===== src/rtl/fp_norm_stage.sv =====
// fp_norm_stage: two-stage mantissa normalizer.
//   S1 registers the operand and its leading-zero count.
//   S2 shifts the mantissa left and lowers the exponent by the same amount.
// Both stages share one advance enable (global stall) driven by the output handshake.
// Optional macro NORM_UFLOW_SAT_EN: when the exponent is smaller than the
// leading-zero count, shift only by the exponent, clamp it to 0 and flag O_Uflow.
module fp_norm_stage #(
    parameter int WIDTH_EXP = 8
) (
    input  logic                 clock,
    input  logic                 reset,
    input  logic                 I_Valid,
    input  logic [31:0]          I_Data,
    input  logic [WIDTH_EXP-1:0] I_Exp,
    output logic                 O_Ready,
    input  logic                 I_Ready,
    output logic                 O_Valid,
    output logic [31:0]          O_Data,
    output logic [WIDTH_EXP-1:0] O_Exp,
    output logic [4:0]           O_Shift,
    output logic                 O_Zero,
    output logic                 O_Uflow
);

    // Width wide enough to compare an exponent against a 5-bit shift count.
    localparam int CW = (WIDTH_EXP > 5) ? WIDTH_EXP : 5;

    logic                 en;
    logic [4:0]           lzc;

    logic                 s1_valid;
    logic [31:0]          s1_data;
    logic [WIDTH_EXP-1:0] s1_exp;
    logic [4:0]           s1_lzc;
    logic                 s1_zero;

    logic [31:0]          nxt_data;
    logic [WIDTH_EXP-1:0] nxt_exp;
    logic [4:0]           nxt_shift;
    logic                 nxt_uflow;

    // The whole pipeline moves whenever the output slot is empty or being drained.
    assign en      = !O_Valid | I_Ready;
    assign O_Ready = en;

    // Leading-zero count: the highest set bit wins; a zero mantissa yields 0.
    always_comb begin
        lzc = '0;
        for (int unsigned i = 0; i < 32; i++) begin
            if (I_Data[i]) begin
                lzc = 5'(31 - i);
            end
        end
    end

    // Stage 1: capture operand, its zero count and zero flag.
    always_ff @(posedge clock or posedge reset) begin
        if (reset) begin
            s1_valid <= 1'b0;
            s1_data  <= '0;
            s1_exp   <= '0;
            s1_lzc   <= '0;
            s1_zero  <= 1'b0;
        end else if (en) begin
            s1_valid <= I_Valid;
            s1_data  <= I_Data;
            s1_exp   <= I_Exp;
            s1_lzc   <= lzc;
            s1_zero  <= (I_Data == 32'd0);
        end
    end

    // Stage 2 datapath: normalize, adjust exponent, optionally saturate on underflow.
    always_comb begin
        nxt_data  = s1_data << s1_lzc;
        // Subtraction wraps modulo 2^WIDTH_EXP; truncating the count first gives the same residue.
        nxt_exp   = s1_exp - WIDTH_EXP'(s1_lzc);
        nxt_shift = s1_lzc;
        nxt_uflow = 1'b0;
`ifdef NORM_UFLOW_SAT_EN
        if (!s1_zero && (CW'(s1_exp) < CW'(s1_lzc))) begin
            // exp < lzc <= 31, so the exponent itself fits the 5-bit shift field.
            nxt_data  = s1_data << s1_exp;
            nxt_exp   = '0;
            nxt_shift = 5'(s1_exp);
            nxt_uflow = 1'b1;
        end
`endif
        if (s1_zero) begin
            nxt_data  = '0;
            nxt_exp   = '0;
            nxt_shift = '0;
            nxt_uflow = 1'b0;
        end
    end

    // Stage 2: result registers, which are the module outputs.
    always_ff @(posedge clock or posedge reset) begin
        if (reset) begin
            O_Valid <= 1'b0;
            O_Data  <= '0;
            O_Exp   <= '0;
            O_Shift <= '0;
            O_Zero  <= 1'b0;
        end else if (en) begin
            O_Valid <= s1_valid;
            O_Data  <= nxt_data;
            O_Exp   <= nxt_exp;
            O_Shift <= nxt_shift;
            O_Zero  <= s1_zero;
        end
    end

`ifdef NORM_UFLOW_SAT_EN
    // Underflow flag travels with the stage-2 result.
    always_ff @(posedge clock or posedge reset) begin
        if (reset) begin
            O_Uflow <= 1'b0;
        end else if (en) begin
            O_Uflow <= nxt_uflow;
        end
    end
`else
    assign O_Uflow = 1'b0;
    logic unused_uflow;
    assign unused_uflow = nxt_uflow;
`endif

endmodule


===== config.mk =====
export PLATFORM = sky130hd
export DESIGN_NAME = fp_norm_stage
export DESIGN_NICKNAME = d
export VERILOG_FILES = /design/src/rtl/fp_norm_stage.sv
export SDC_FILE = /design/constraint.sdc
export NUM_CORES = 1
export LEC_CHECK = 0
export CAP_MARGIN = 30
export CORE_MARGIN = 1.5
export CORE_UTILIZATION = 50
export DETAILED_ROUTE_END_ITERATION = 6
export PLACE_DENSITY = 0.75
export SLEW_MARGIN = 25
export SYNTH_ARGS = -nofsm -noshare
export SYNTH_HDL_FRONTEND = slang
export SYNTH_SLANG_ARGS = --single-unit

===== constraint.sdc =====
create_clock -name clock -period 4.1 [get_ports clock]
set_clock_uncertainty 0.1 [all_clocks]
set_input_delay 0.41 -clock clock [delete_from_list [all_inputs] [get_ports clock]]
set_output_delay 0.41 -clock clock [all_outputs]
set_load 0.02 [all_outputs]

Word level (Yosys, flattened, before mapping)

Cells that the tools add are included.

Flip-flop bits (word level): 94
Bits in latches: 0
Bits in writable memories: 0
Bits in read-only memories: 0
Memories: 0

$add $sub $neg: 1
Multiply operators: 0
Divide/modulo/power cells: 0
Magnitude comparators: 0
Equal/unequal tests: 0
Shifts and indexed selects: 1
Mux-type cells: 35
Bitwise logic cells: 1
Reduce and logical (&&, ||, !) cells: 2

Operator list:

| operator         | number |
|---|---|
| $mux 5           | 33 |
| $logic_not 32->1 | 1 |
| $mux 32          | 1 |
| $shl 32x5->32    | 1 |
| $mux 8           | 1 |
| $sub 8x5->8      | 1 |
| $logic_not 1->1  | 1 |
| $or 1x1->1       | 1 |

Logic depth before layout (Yosys ltp)

Depth after elaboration: 32
Gate-level depth with buffers: 11

Least setup slack after synthesis

No wires, ideal clock.

Path type: reg2reg
Start: reg s1_lzc[2]
End: reg O_Exp[6]
Setup time: 121 ps
Arrival: 2346 ps
Setup slack: 1533 ps
Stages on the path, launching flop included: 12
Buffers on the path: 4
Clock period less this slack: 2567 ps
Cells stage by stage: dfrtp_1 > buf_6 > buf_2 > buf_2 > inv_1 > buf_2 > ha_1 > a21o_1 > a21oi_1 > o21ai_0 > xnor2_1 > a22o_1

Longest elaborated chain between the ends: 2

Ends and longest elaborated chain:

| item                   | RTL line | text |
|---|---|---|
| start, declared        | 34       | `logic [4:0] s1_lzc;` |
| start signal, assigned | 68       | `s1_lzc <= lzc;` |
| $sub 8x5->8            | 77       | `nxt_exp = s1_exp - WIDTH_EXP'(s1_lzc);` |
| $mux 8                 | 89       | `if (s1_zero) begin` |
| end signal, assigned   | 108      | `O_Exp <= nxt_exp;` |
| end, declared          | 19       | `output logic [WIDTH_EXP-1:0] O_Exp,` |

No other way between the ends.
A chain may end at the register's enable or synchronous reset.

Final worst setup path

Start: reg s1_lzc[0]
End: reg O_Data[28]

Longest elaborated chain between the ends: 2

Ends and longest elaborated chain:

| item                 | RTL line | text |
|---|---|---|
| $shl 32x5->32        | 75       | `nxt_data = s1_data << s1_lzc;` |
| $mux 32              | 89       |  |
| end signal, assigned | 107      | `O_Data <= nxt_data;` |
| end, declared        | 18       | `output logic [31:0] O_Data,` |

No other way between the ends.

==> results.py <==
metrics = {
    "floorplanning": {
        "io_pins": 93,
        "coreArea_sq_um": 10900,
        "die_h_um": 109,
        "initial_core_util_pct": 51.5,
        "fp-row-count": 38,
        "die_area_sq_um": 11900,
        "die_w_um": 109,
    },
    "routing": {
        "first_pass_iters": 7,
        "drtIter0Drc": 434,
        "wire_per_inst_um": 19.0,
        "viasPerCell": 6.05,
        "drcViolationCount": 2,
        "drt_wl_total_um": 15800,
        "via_count": 5035,
        "ant_nets": 0,
    },
    "grt": {
        "grt_overflow": 0,
        "grt_max_degree": 64,
        "grt_antenna_before_repair": 0,
        "grt_pass1_wl_um": 25600,
        "grt_pass1_vias": 4829,
        "track_usage_pct": 28.5,
    },
    "synth": {
        "yosysSeqAreaShare_pct": 41.9,
        "ys_warn_count": 0,
        "synthesis.instances": 616,
        "postSynthAreaPerCell_sq_um": 9.11,
        "yosysUniqueCellTypes": 64,
        "synth_area_sq_um": 5610,
        "synth-main-ff-cell": "dfrtp_1",
        "ys_async_sr_fraction_pct": 100,
        "ys_seq_elements": 94,
        "synth_nets": 666,
        "synth_edf_count": 0,
    },
    "final_layout": {
        "final_cells": 832,
        "num_antenna_cells": 0,
        "fin_area_sq_um": 6820,
        "syn_to_final_growth_pct": 21.5,
        "nets": 737,
        "drive_gt1_share_pct": 8.67,
    },
    "placement": {
        "portBuffers": 91,
        "place_area_sq_um": 6620,
        "place_inst": 816,
        "dp_hpwl_um": 11900,
        "place_congestion": 0.941,
        "dp_slack_ns": 1.34,
    },
    "critical_path": {
        "endpoint_kind": "flip-flop",
        "start_kind": "flip-flop",
        "rrSetupSlack_ns": 1.29,
        "cpPeakStageDelay_ns": 0.79,
        "cp_top_family": "compound AO/OA/AOI/OAI gates",
        "cp-startpoint": "s1_lzc[0]",
        "critical_path_arrival_ns": 2.96,
        "reg2reg_from": "s1_lzc[0]",
        "crit_buf_inv": 1,
        "crit_cells": 5,
        "slowest_stage": "dfrtp_1",
        "crit_path_end": "O_Data[28]",
        "rr_endpoint": "O_Data[28]",
        "path_cells": "buf_4 > mux2_2 > o32ai_1 > o221ai_1 > a221o_1",
        "reg2regPathDepth": 5,
        "critical_path_required_ns": 4.25,
        "cp_max_fo": 19,
        "critical_path_class": "flip-flop to flip-flop",
    },
    "timing": {
        "setup_ws_ns": 1.29,
        "whs_ns": 0.196,
        "finalHoldViolations": 0,
        "max_freq_ghz": 0.356,
        "rsz0062_at_grt": "no",
        "tightest_slew_ns": 0.738,
        "relSlewSlack_pct": 50.4,
        "final-max-slew-violation-count": 0,
        "min_period_over_period_pct": 68.5,
        "period_minus_slack_ns": 2.81,
        "setup_tns_ns": 0,
        "finalSetupViolCount": 0,
    },
    "clocking": {
        "clk_path_buf_depth": 2,
        "cts_hold_buf": 0,
        "cts.reportedPaths.clkPinSlew_ns": 0.09,
        "cts_root_buffer": "clkbuf_8",
        "numCtsBuffers": 9,
        "cts_tree": "done",
        "clk_latency_ns": 0.37,
        "cts-resized-gates": 0,
        "post-cts-setup-buffer-count": 0,
        "htreeDepth": 3,
        "numClockSinks": 94,
    },
    "power": {
        "leakage_uw": 0.00295,
        "ir_drop_mv": 0.227,
        "powerDensity_nw_per_um2": 457,
    },
    "run_status": {
        "run_status": "finished with violations",
        "violations": "DRC",
    },
    "worst_hold_path": {
        "hp-class": "input pin to asynchronous set/reset pin",
    },
    "flow_run": {
        "drv_cap": 0,
    },
}
-- stage by stage --
step	power, uW	util [%]
6_report	3110	62.6
5_1_grt	3290	62.6
4_1_cts	3110	62.6
3_5_place_dp	2490	60.8
3_3_place_gp	2470	60.7
2_1_floorplan	1970	-
-- worst min-delay path by stage --
stage                         from    endpoint  depth (start not counted)
after CTS                    reset  O_Shift[1]                          2
after floorplan           s1_valid    s1_valid                          2
after global placement    s1_valid    s1_valid                          2
after global routing         reset  O_Shift[1]                          2
final                        reset  O_Shift[1]                          2
after detailed placement  s1_valid    s1_valid                          2
-- layout make-up --
type	count	area, sq um
clock buffers	12	155
flip-flops and latches	94	2350
fillers	962	4070
multi-input cells	461	3020
clock inverters	4	45.0
well taps	140	175
repair buffers	101	998
inverters	20	76.3
-- cells in the final DEF (no fill, tap or decap), drive strengths merged, types with 9 or more instances in the layout --
master / n
a21oi: 16
a22o: 10
a22oi: 10
buf: 10
clkbuf: 12
clkdlybuf4s50: 91
dfrtp: 94
inv: 18
mux2: 16
mux2i: 39
mux4: 12
nand2: 149
nor2: 42
o21ai: 38
o221ai: 10
o31ai: 9
-- routing by layer --
metal	track usage, %	wire length, um	vias to the layer above
met5	0	0	-
met4	14.5	656	0
met3	4.00	905	43
met2	42.1	7170	217
met1	40.8	7080	2401
li1	-	-	2374
-- cells in the mapped netlist, types with 4 or more instances --
| library cell | count | area [sq um] |
|---|---|---|
| mux2_2 | 12 | 135 |
| o221ai_1 | 10 | 87.6 |
| nor2b_1 | 5 | 31.3 |
| o21ai_0 | 38 | 190 |
| or4_1 | 5 | 37.5 |
| nor2_1 | 42 | 158 |
| nand2b_1 | 4 | 25.0 |
| ha_1 | 5 | 62.6 |
| a32oi_1 | 4 | 35.0 |
| inv_1 | 16 | 60.1 |
| o31ai_1 | 9 | 67.6 |
| a211oi_1 | 4 | 30.0 |
| nand2_1 | 149 | 559 |
| a21oi_1 | 16 | 80.1 |
| mux4_2 | 12 | 270 |
| buf_1 | 7 | 26.3 |
| mux2i_1 | 39 | 390 |
| nand3_1 | 7 | 35.0 |
| o211ai_1 | 4 | 30.0 |
| clkbuf_1 | 23 | 86.3 |
| dfrtp_1 | 94 | 2350 |
| buf_2 | 8 | 40.0 |
| nor3_1 | 8 | 40.0 |
| a22o_1 | 10 | 87.6 |
| nor4_1 | 8 | 50.1 |
| a22oi_1 | 10 | 75.1 |
-- state kept, by name, indices dropped and copies added (netlist names) --
name / count
O_Data: 32
s1_data: 32
O_Exp: 8
s1_exp: 8
O_Shift: 5
s1_lzc: 5
O_Valid: 1
O_Zero: 1
s1_valid: 1
s1_zero: 1
-- cells by family (layout without fill, tap and decap cells) --
family | count (synthesis) | after routing | synth area share (%)
DFF | 94 | 94 | 41.9
other | 1 | 1 | 0.0668
buffers and inverters | 61 | 137 | 4.48
adders and majority gates | 6 | 6 | 1.47
and+or+nand+nor | 239 | 239 | 18.0
muxes | 67 | 67 | 15.2
AOI/OAI and AO/OA | 145 | 145 | 18.4
xor gates and xnor gates | 3 | 3 | 0.468
-- where the power goes --
group	internal (uW)	switching, uW
logic	563	658
clock network	313	317
registers	1110	159
total	1980	1130
Note: power is estimated with default switching activity, not from simulation.
